<file path="src/rtl/fxu_pipe_if.sv">
// Handshake bundle between the reservation station / ROB and the pipelined FXU.
// Issue side (in_valid/in_ready) and writeback side (out_valid/out_ready) both use
// valid/ready: a beat transfers on a rising edge where valid && ready are both high;
// a producer holding valid keeps its payload stable until the beat transfers.
// flush is a one-cycle ROB command that kills every op still inside the unit.
interface fxu_pipe_if #(
    parameter int DATA_W = 16,
    parameter int IDX_W  = 4
);
    logic                  in_valid;
    logic                  in_ready;
    logic [3:0]            opcode;
    logic [IDX_W-1:0]      in_index;
    logic [DATA_W-1:0]     vt;
    logic [DATA_W-1:0]     va;
    logic [DATA_W-1:0]     vb;
    logic [DATA_W/2-1:0]   imm;
    logic                  flush;
    logic                  out_valid;
    logic                  out_ready;
    logic [IDX_W-1:0]      out_index;
    logic [DATA_W-1:0]     out_value;
    logic                  out_illegal;

    // Reservation station + ROB side
    modport master (
        output in_valid, opcode, in_index, vt, va, vb, imm, flush, out_ready,
        input  in_ready, out_valid, out_index, out_value, out_illegal
    );

    // Execution unit side
    modport slave (
        input  in_valid, opcode, in_index, vt, va, vb, imm, flush, out_ready,
        output in_ready, out_valid, out_index, out_value, out_illegal
    );
endinterface

</file>
<file path="src/rtl/fxu_pipe.sv">
// Pipelined fixed-point execution unit. The ALU result is computed at accept and
// captured into stage 0; later stages only shift. The whole pipe advances in
// lock-step whenever the output register is empty or being drained, so bubbles
// are kept rather than collapsed. All outputs come straight from the last stage.
module fxu_pipe #(
    parameter int DATA_W = 16,
    parameter int IDX_W  = 4,
    parameter int STAGES = 2
) (
    input  logic clk,
    input  logic rst,
    fxu_pipe_if.slave bus
);
    localparam int H = DATA_W / 2;

    localparam logic [3:0] OP_ADD  = 4'b0000;
    localparam logic [3:0] OP_SUB  = 4'b0001;
    localparam logic [3:0] OP_MOV  = 4'b0100;
    localparam logic [3:0] OP_MOVL = 4'b0101;
    localparam logic [3:0] OP_MOVH = 4'b0110;

    // Stage storage; index STAGES-1 is the output register
    logic [STAGES-1:0] vld_q, vld_d;
    logic [STAGES-1:0] ill_q, ill_d;
    logic [DATA_W-1:0] val_q [STAGES];
    logic [DATA_W-1:0] val_d [STAGES];
    logic [IDX_W-1:0]  idx_q [STAGES];
    logic [IDX_W-1:0]  idx_d [STAGES];

    logic              advance;
    logic              accept;
    logic [DATA_W-1:0] res_value;
    logic              res_illegal;

    // The pipe moves only when the output slot is free or retiring this cycle.
    // in_ready therefore depends on registered out_valid and on out_ready only.
    assign advance = !vld_q[STAGES-1] || bus.out_ready;
    assign accept  = bus.in_valid && advance && !bus.flush;

    // ALU: decode opcode and form the result for the op being offered
    always_comb begin
        res_value   = '0;
        res_illegal = 1'b0;
        unique case (bus.opcode)
            OP_ADD:  res_value = bus.va + bus.vb;
            OP_SUB:  res_value = bus.va - bus.vb;
            OP_MOV:  res_value = bus.va;
            OP_MOVL: res_value = {bus.vt[DATA_W-1:H], bus.imm};
            OP_MOVH: res_value = {bus.imm, bus.vt[H-1:0]};
            default: res_illegal = 1'b1;
        endcase
    end

    // Next state: shift every stage on advance, hold otherwise; flush empties the pipe
    always_comb begin
        vld_d = vld_q;
        ill_d = ill_q;
        val_d = val_q;
        idx_d = idx_q;
        if (advance) begin
            vld_d[0] = accept;
            ill_d[0] = res_illegal;
            val_d[0] = res_value;
            idx_d[0] = bus.in_index;
            for (int i = 1; i < STAGES; i++) begin
                vld_d[i] = vld_q[i-1];
                ill_d[i] = ill_q[i-1];
                val_d[i] = val_q[i-1];
                idx_d[i] = idx_q[i-1];
            end
        end
        // A result retiring in the flush cycle has already been handed over;
        // everything still inside is killed. Payload is left as-is.
        if (bus.flush) begin
            vld_d = '0;
        end
    end

    // Stage registers; reset clears everything so the outputs read as zero
    always_ff @(posedge clk or posedge rst) begin
        if (rst) begin
            vld_q <= '0;
            ill_q <= '0;
            for (int i = 0; i < STAGES; i++) begin
                val_q[i] <= '0;
                idx_q[i] <= '0;
            end
        end else begin
            vld_q <= vld_d;
            ill_q <= ill_d;
            val_q <= val_d;
            idx_q <= idx_d;
        end
    end

    assign bus.in_ready    = advance;
    assign bus.out_valid   = vld_q[STAGES-1];
    assign bus.out_index   = idx_q[STAGES-1];
    assign bus.out_value   = val_q[STAGES-1];
    assign bus.out_illegal = ill_q[STAGES-1];

endmodule

</file>
<file path="src/flat_wrapper.sv">
// flat-port wrapper written by rule: the top's interface ports become plain ports
module fxu_pipe_flat 
#(
    parameter int DATA_W = 16,
    parameter int IDX_W  = 4,
    parameter int STAGES = 2
)
  (clk, rst, bus_in_valid, bus_opcode, bus_in_index, bus_vt, bus_va, bus_vb, bus_imm, bus_flush, bus_out_ready, bus_in_ready, bus_out_valid, bus_out_index, bus_out_value, bus_out_illegal);
  fxu_pipe_if #(.DATA_W(DATA_W), .IDX_W(IDX_W)) bus_i ();
  input  logic clk;
  input  logic rst;
  input wire logic [$bits(bus_i.in_valid)-1:0] bus_in_valid;
  input wire logic [$bits(bus_i.opcode)-1:0] bus_opcode;
  input wire logic [$bits(bus_i.in_index)-1:0] bus_in_index;
  input wire logic [$bits(bus_i.vt)-1:0] bus_vt;
  input wire logic [$bits(bus_i.va)-1:0] bus_va;
  input wire logic [$bits(bus_i.vb)-1:0] bus_vb;
  input wire logic [$bits(bus_i.imm)-1:0] bus_imm;
  input wire logic [$bits(bus_i.flush)-1:0] bus_flush;
  input wire logic [$bits(bus_i.out_ready)-1:0] bus_out_ready;
  output wire logic [$bits(bus_i.in_ready)-1:0] bus_in_ready;
  output wire logic [$bits(bus_i.out_valid)-1:0] bus_out_valid;
  output wire logic [$bits(bus_i.out_index)-1:0] bus_out_index;
  output wire logic [$bits(bus_i.out_value)-1:0] bus_out_value;
  output wire logic [$bits(bus_i.out_illegal)-1:0] bus_out_illegal;
  assign bus_i.in_valid = bus_in_valid;
  assign bus_i.opcode = bus_opcode;
  assign bus_i.in_index = bus_in_index;
  assign bus_i.vt = bus_vt;
  assign bus_i.va = bus_va;
  assign bus_i.vb = bus_vb;
  assign bus_i.imm = bus_imm;
  assign bus_i.flush = bus_flush;
  assign bus_i.out_ready = bus_out_ready;
  assign bus_in_ready = bus_i.in_ready;
  assign bus_out_valid = bus_i.out_valid;
  assign bus_out_index = bus_i.out_index;
  assign bus_out_value = bus_i.out_value;
  assign bus_out_illegal = bus_i.out_illegal;
  fxu_pipe #(.DATA_W(DATA_W), .IDX_W(IDX_W), .STAGES(STAGES)) u_core (.clk(clk), .rst(rst), .bus(bus_i));
endmodule
</file>
<file path="config.mk">
export PLATFORM = sky130hd
export DESIGN_NAME = fxu_pipe_flat
export DESIGN_NICKNAME = d
export VERILOG_FILES = /design/src/rtl/fxu_pipe_if.sv /design/src/rtl/fxu_pipe.sv /design/src/flat_wrapper.sv
export SDC_FILE = /design/constraint.sdc
export NUM_CORES = 1
export LEC_CHECK = 0
export ABC_CLOCK_PERIOD_IN_PS = 2200
export CAP_MARGIN = 20
export CORE_MARGIN = 2
export CORE_UTILIZATION = 48
export DETAILED_ROUTE_END_ITERATION = 6
export GPL_ROUTABILITY_DRIVEN = 0
export MAX_ROUTING_LAYER = met4
export PLACE_DENSITY = 0.81
export SLEW_MARGIN = 40
export SYNTH_ARGS = -nofsm -noshare
export SYNTH_HDL_FRONTEND = slang
export SYNTH_SLANG_ARGS = --single-unit
</file>
<file path="constraint.sdc">
create_clock -name clk -period 2.2 [get_ports clk]
set_clock_uncertainty 0.15 [all_clocks]
set_input_delay 0.44 -clock clk [delete_from_list [all_inputs] [get_ports clk]]
set_output_delay 0.44 -clock clk [all_outputs]
set_load 0.02 [all_outputs]
</file>
# Word level (Yosys, flattened, before mapping)
# Index checks and enable logic that the tools add are counted.
dict set report classes {
  addsub 2
  n_eq_ne 4
  n_mux 4
  reduce_logical 8
}
# operator count
set ops {}
lappend ops {{16-bit one-hot mux with 5 select lines} 1}
lappend ops {{16-bit adder} 1}
lappend ops {{16-bit subtractor} 1}
lappend ops {{4-bit by 3-bit equality test with 1-bit output (second input constant)} 3}
lappend ops {{5-bit OR reduction} 1}
lappend ops {{4-bit by 1-bit equality test with 1-bit output (second input constant)} 1}
lappend ops {{4-bit logical NOT} 1}
lappend ops {{2-bit two-way mux} 2}
lappend ops {{1-bit logical AND} 2}
lappend ops {{1-bit logical NOT} 2}
lappend ops {{2-bit nonzero test} 1}
lappend ops {{1-bit logical OR} 1}
lappend ops {{1-bit two-way mux} 1}
dict set report word_totals {
  reg_bits 44
  output_inout_bits 23
}

# Depth between registers and ports, before layout
dict set report logic_depth {
  depth_word 6
  ltp_mapped 15
}

# Least setup slack after synthesis
# No wires, ideal clock.
dict set report synth_path {
  kind {in2reg}
  start {input port bus_vb[1]}
  end {register u_core.val_q[30] in the netlist's numbering}
  setup_time_ps 136
  t_arrival_ps 2787
  slack_ps -874
  cell_stages 15
  cell_sequence {inv_1 ha_1 nor2b_1 nand2_1 or4_1 nand2_1 xor2_1 ha_1 o21a_1 o211ai_1 nor2_1 a211oi_1 o21ai_1 xnor2_1 o21ai_0}
}
dict set report synth_via {
  elab_chain_len 2
  word_cells_on_any_way 3
  classes_between {add/sub: 2; mux: 1}
}
# element line_no
set synth_rtl {}
lappend synth_rtl {{from (decl)} flat_wrapper.sv:17} ;# input wire logic [$bits(bus_i.vb)-1:0] bus_vb;
lappend synth_rtl {{16-bit subtractor or 16-bit adder (tied branches)} {fxu_pipe.sv:46, fxu_pipe.sv:45}}
lappend synth_rtl {{16-bit one-hot mux with 5 select lines (*)} fxu_pipe.sv:44} ;# unique case (bus.opcode)
lappend synth_rtl {{to (signal assigned)} fxu_pipe.sv:91} ;# val_q <= val_d;
lappend synth_rtl {{to (decl)} fxu_pipe.sv:25} ;# logic [DATA_W-1:0] val_q [STAGES];
# Mark *: on every way between the ends. The rest lies on a longest branch, timed or not.
# A chain may end at the register's enable or synchronous reset.

# Final worst setup path
dict set report layout_path {
  start {input port bus_vb[0]}
  end {register u_core.val_q[31] in the netlist's numbering}
}
# The elaborated chain is that of the path after synthesis.

==> metrics <==
Synth area leaders=dfrtp_1, nand2_1, ha_1; Starting Density=49.0%; Detailed Place HPWL=7.18 mm; fin area=4940 um2; Final Slew Violations=0; flop2flop setup slack=0.40 ns; fraction of layout cells with a size suffix above 1=29.8%; crit-path cells=buf_6 > inv_4 > ha_4 > nor2b_4 > nand2_2 > or4_4 > buf_4 > o31ai_4 > xor2_1 > ha_1 > buf_4 > a21oi_4 > nor2_2 > a211oi_2 > o31ai_2 > xnor2_1 > o21ai_1; die width=84.0 um; PnR worst setup slack=-1.03 ns; Layout Nets=612; Hold WC Path Type=reg -> reg; Worst Reg-to-Reg Cells=6; crit path max fanout=3; first-pass GRT wire length=15.5 mm; leading area contributor after synthesis=dfrtp_1; CP peak stage delay=0.50 ns; mean post-synth cell area=8.20 um2; std cell rows=29; WP buf/inv=4; Final ANT Viol Nets=0; number of placed cells counting well taps=578; core footprint=6280 um2; Critical Path Stages=17; largest net degree at the start of global routing=45; initial antenna violation count=0; clk sinks=44; Setup crit start kind=input port; I/O pin cnt=92; worst-case hold slack=0.316 ns; wire per inst=18.2 um; TritonCTS clock tree=built; setup TNS=-7.38 ns; pwr dens=502 nW/um2; sequential area share after synthesis=35.8%; Leak=2.27 nW; vias in the first global route=3428; clk root buf=clkbuf_8; clock-pin slew on the worst setup and hold paths=0.08 ns; post-synthesis cell type count=46; final core occ=78.7%; count of final setup violators=13; routed vias=3473; final wirelength=11.0 mm; syn_nets=461; IO buf count=91; critical path's slowest cell=or4_4; Worst Max-Slew Pin Slew=0.801 ns; CP Capture Point=u_core.val_q[31]; outcome=complete, but fails checks; capturing point of the worst reg2reg path=u_core.val_q[28]; R2R Path Start=u_core.vld_q[1]; count leader, synth=nand2_1; Hold Fails Final Rpt=0; CP Launch Point=bus_vb[0]; number of max-cap violations=0; Yosys reg bits=44; vias per cell=5.76; Async SR Flop Fraction=100%; number of enable flip-flop cells after synthesis=0; Final period util=147%; data arrival at the endpoint of the critical path=3.26 ns; Die Span Y=84.0 um; CTS Buf Count=5; Post-Syn Area=3080 um2; max frequency=310 MHz; synth-to-layout area growth=60.7%; maximum vdd drop=0.491 mV; crit end category=register; main flop type after synthesis=dfrtp_1; Worst slew margin=46.4%; Ant. Diodes=0; Crit path max-delay family=simple AND/OR/NAND/NOR gates; failing checks=design-rule violations, negative setup slack; hold buffer count at cts=0; CTS H-tree depth=2; share of the synthesized area in the top cell type=35.8%; clk buf depth=2; Remaining DRCs=1; Tmin final=3.23 ns; Syn Inst Count=375; CP Class=in -> reg; DRT Pass-1 Iters=7; gr usage total=28.2%; Hold Crit Start=u_core.bus.out_index[3]; Worst EP required=2.23 ns; Clock Latency Late Sink=0.29 ns; unrepaired setup endpoints after global routing=yes; Yosys warning count=0; initial DRC count=352; Placed Area=4530 um2; total grt overflow=0; filler-free cell count of the finished design=603; Die ar.=7060 um2; most frequent CP cell=buf_4; synth cell count leaders=nand2_1, dfrtp_1, nor2_1, a21oi_1, buf_4
## how the worst min path moves through the flow
stage                              end  slack [ns]  cells after the start
2_1_floorplan          u_core.idx_q[4]        0.29                      2
3_3_place_gp           u_core.idx_q[6]        0.30                      2
3_5_place_dp   u_core.bus.out_value[7]        0.31                      2
4_1_cts        u_core.bus.out_value[7]        0.32                      2
5_1_grt        u_core.bus.out_value[6]        0.34                      2
6_report       u_core.bus.out_index[3]        0.32                      2
## through the flow
| stage | power [mW] | setup slack, ns |
|---|---|---|
| final | 2.48 | -1.03 |
| after global routing | 2.59 | -1.12 |
| after CTS | 2.37 | -0.683 |
| after detailed placement | 1.78 | -1.58 |
| after global placement | 1.75 | -1.50 |
| after floorplan | 1.37 | -0.770 |
## tightest hold or removal path: cells and delay by family, from the launching register on
family           cells  cell delay, ns
flip-flops           1            0.34
AND/OR/NAND/NOR      2            0.10
## kinds of logic (layout without fill, tap and decap cells)
kind of cell	after synthesis	in the layout	synth area share (%)
simple gates	153	153	21.2
buf+inv	46	197	8.10
flops	44	44	35.8
compound gates	87	87	19.8
fa+ha+maj	17	17	7.16
xor+xnor	28	28	7.97
## where the power goes
part / leakage [nW] / internal, mW / switching (mW)
Clock: 0.0503 / 0.279 / 0.251
Sequential: 0.580 / 0.865 / 0.0316
Combinational: 1.64 / 0.539 / 0.515
Total: 2.27 / 1.68 / 0.797
## area by class of cell
cell class              count  area (um2)
multi-input cells         285        2000
repair buffers            180        1600
fillers                   400        1340
flip-flops and latches     44        1100
clock buffers               7        96.3
well taps                  77        96.3
inverters                  10        52.6
## sequential cells by signal (all words and copies together) (netlist names)
signal	count
u_core.ill_q	2
u_core.val_q	16
u_core.bus.out_index	4
u_core.idx_q	4
u_core.vld_q	2
u_core.bus.out_value	16
## placed cells by master, fill, tap and decap left out, types with 3 or more instances in the layout
master           instances
nand2_1                 94
buf_4                   85
clkdlybuf4s50_1         77
dfrtp_1                 44
nor2_1                  26
o21ai_1                 17
a21oi_1                 16
xnor2_1                 16
a222oi_1                13
ha_1                    13
xor2_1                   9
buf_6                    9
inv_1                    7
clkbuf_8                 7
nor2_2                   5
nand2_2                  4
o21ai_0                  4
a21oi_2                  4
nand2b_1                 4
dlygate4sd2_1            4
o211ai_1                 3
a211oi_2                 3
a22o_1                   3
## routing by layer
| metal | GRT usage (%) | vias to the layer above | part of all wire [%] |
|---|---|---|---|
| met5 | - | - | 0 |
| met4 | 17.3 | 0 | 6.4 |
| met3 | 4.55 | 53 | 7.7 |
| met2 | 46.9 | 230 | 48 |
| met1 | 31.5 | 1603 | 38 |
| li1 | - | 1587 | - |
## timing repair
item,4_1_cts,5_1_grt
pin swaps,34,34
gates cloned,0,0
endpoints found under the setup margin,17,15
resized for setup,70,27
buffers inserted,10,9
(Power assumes the default switching activity.)
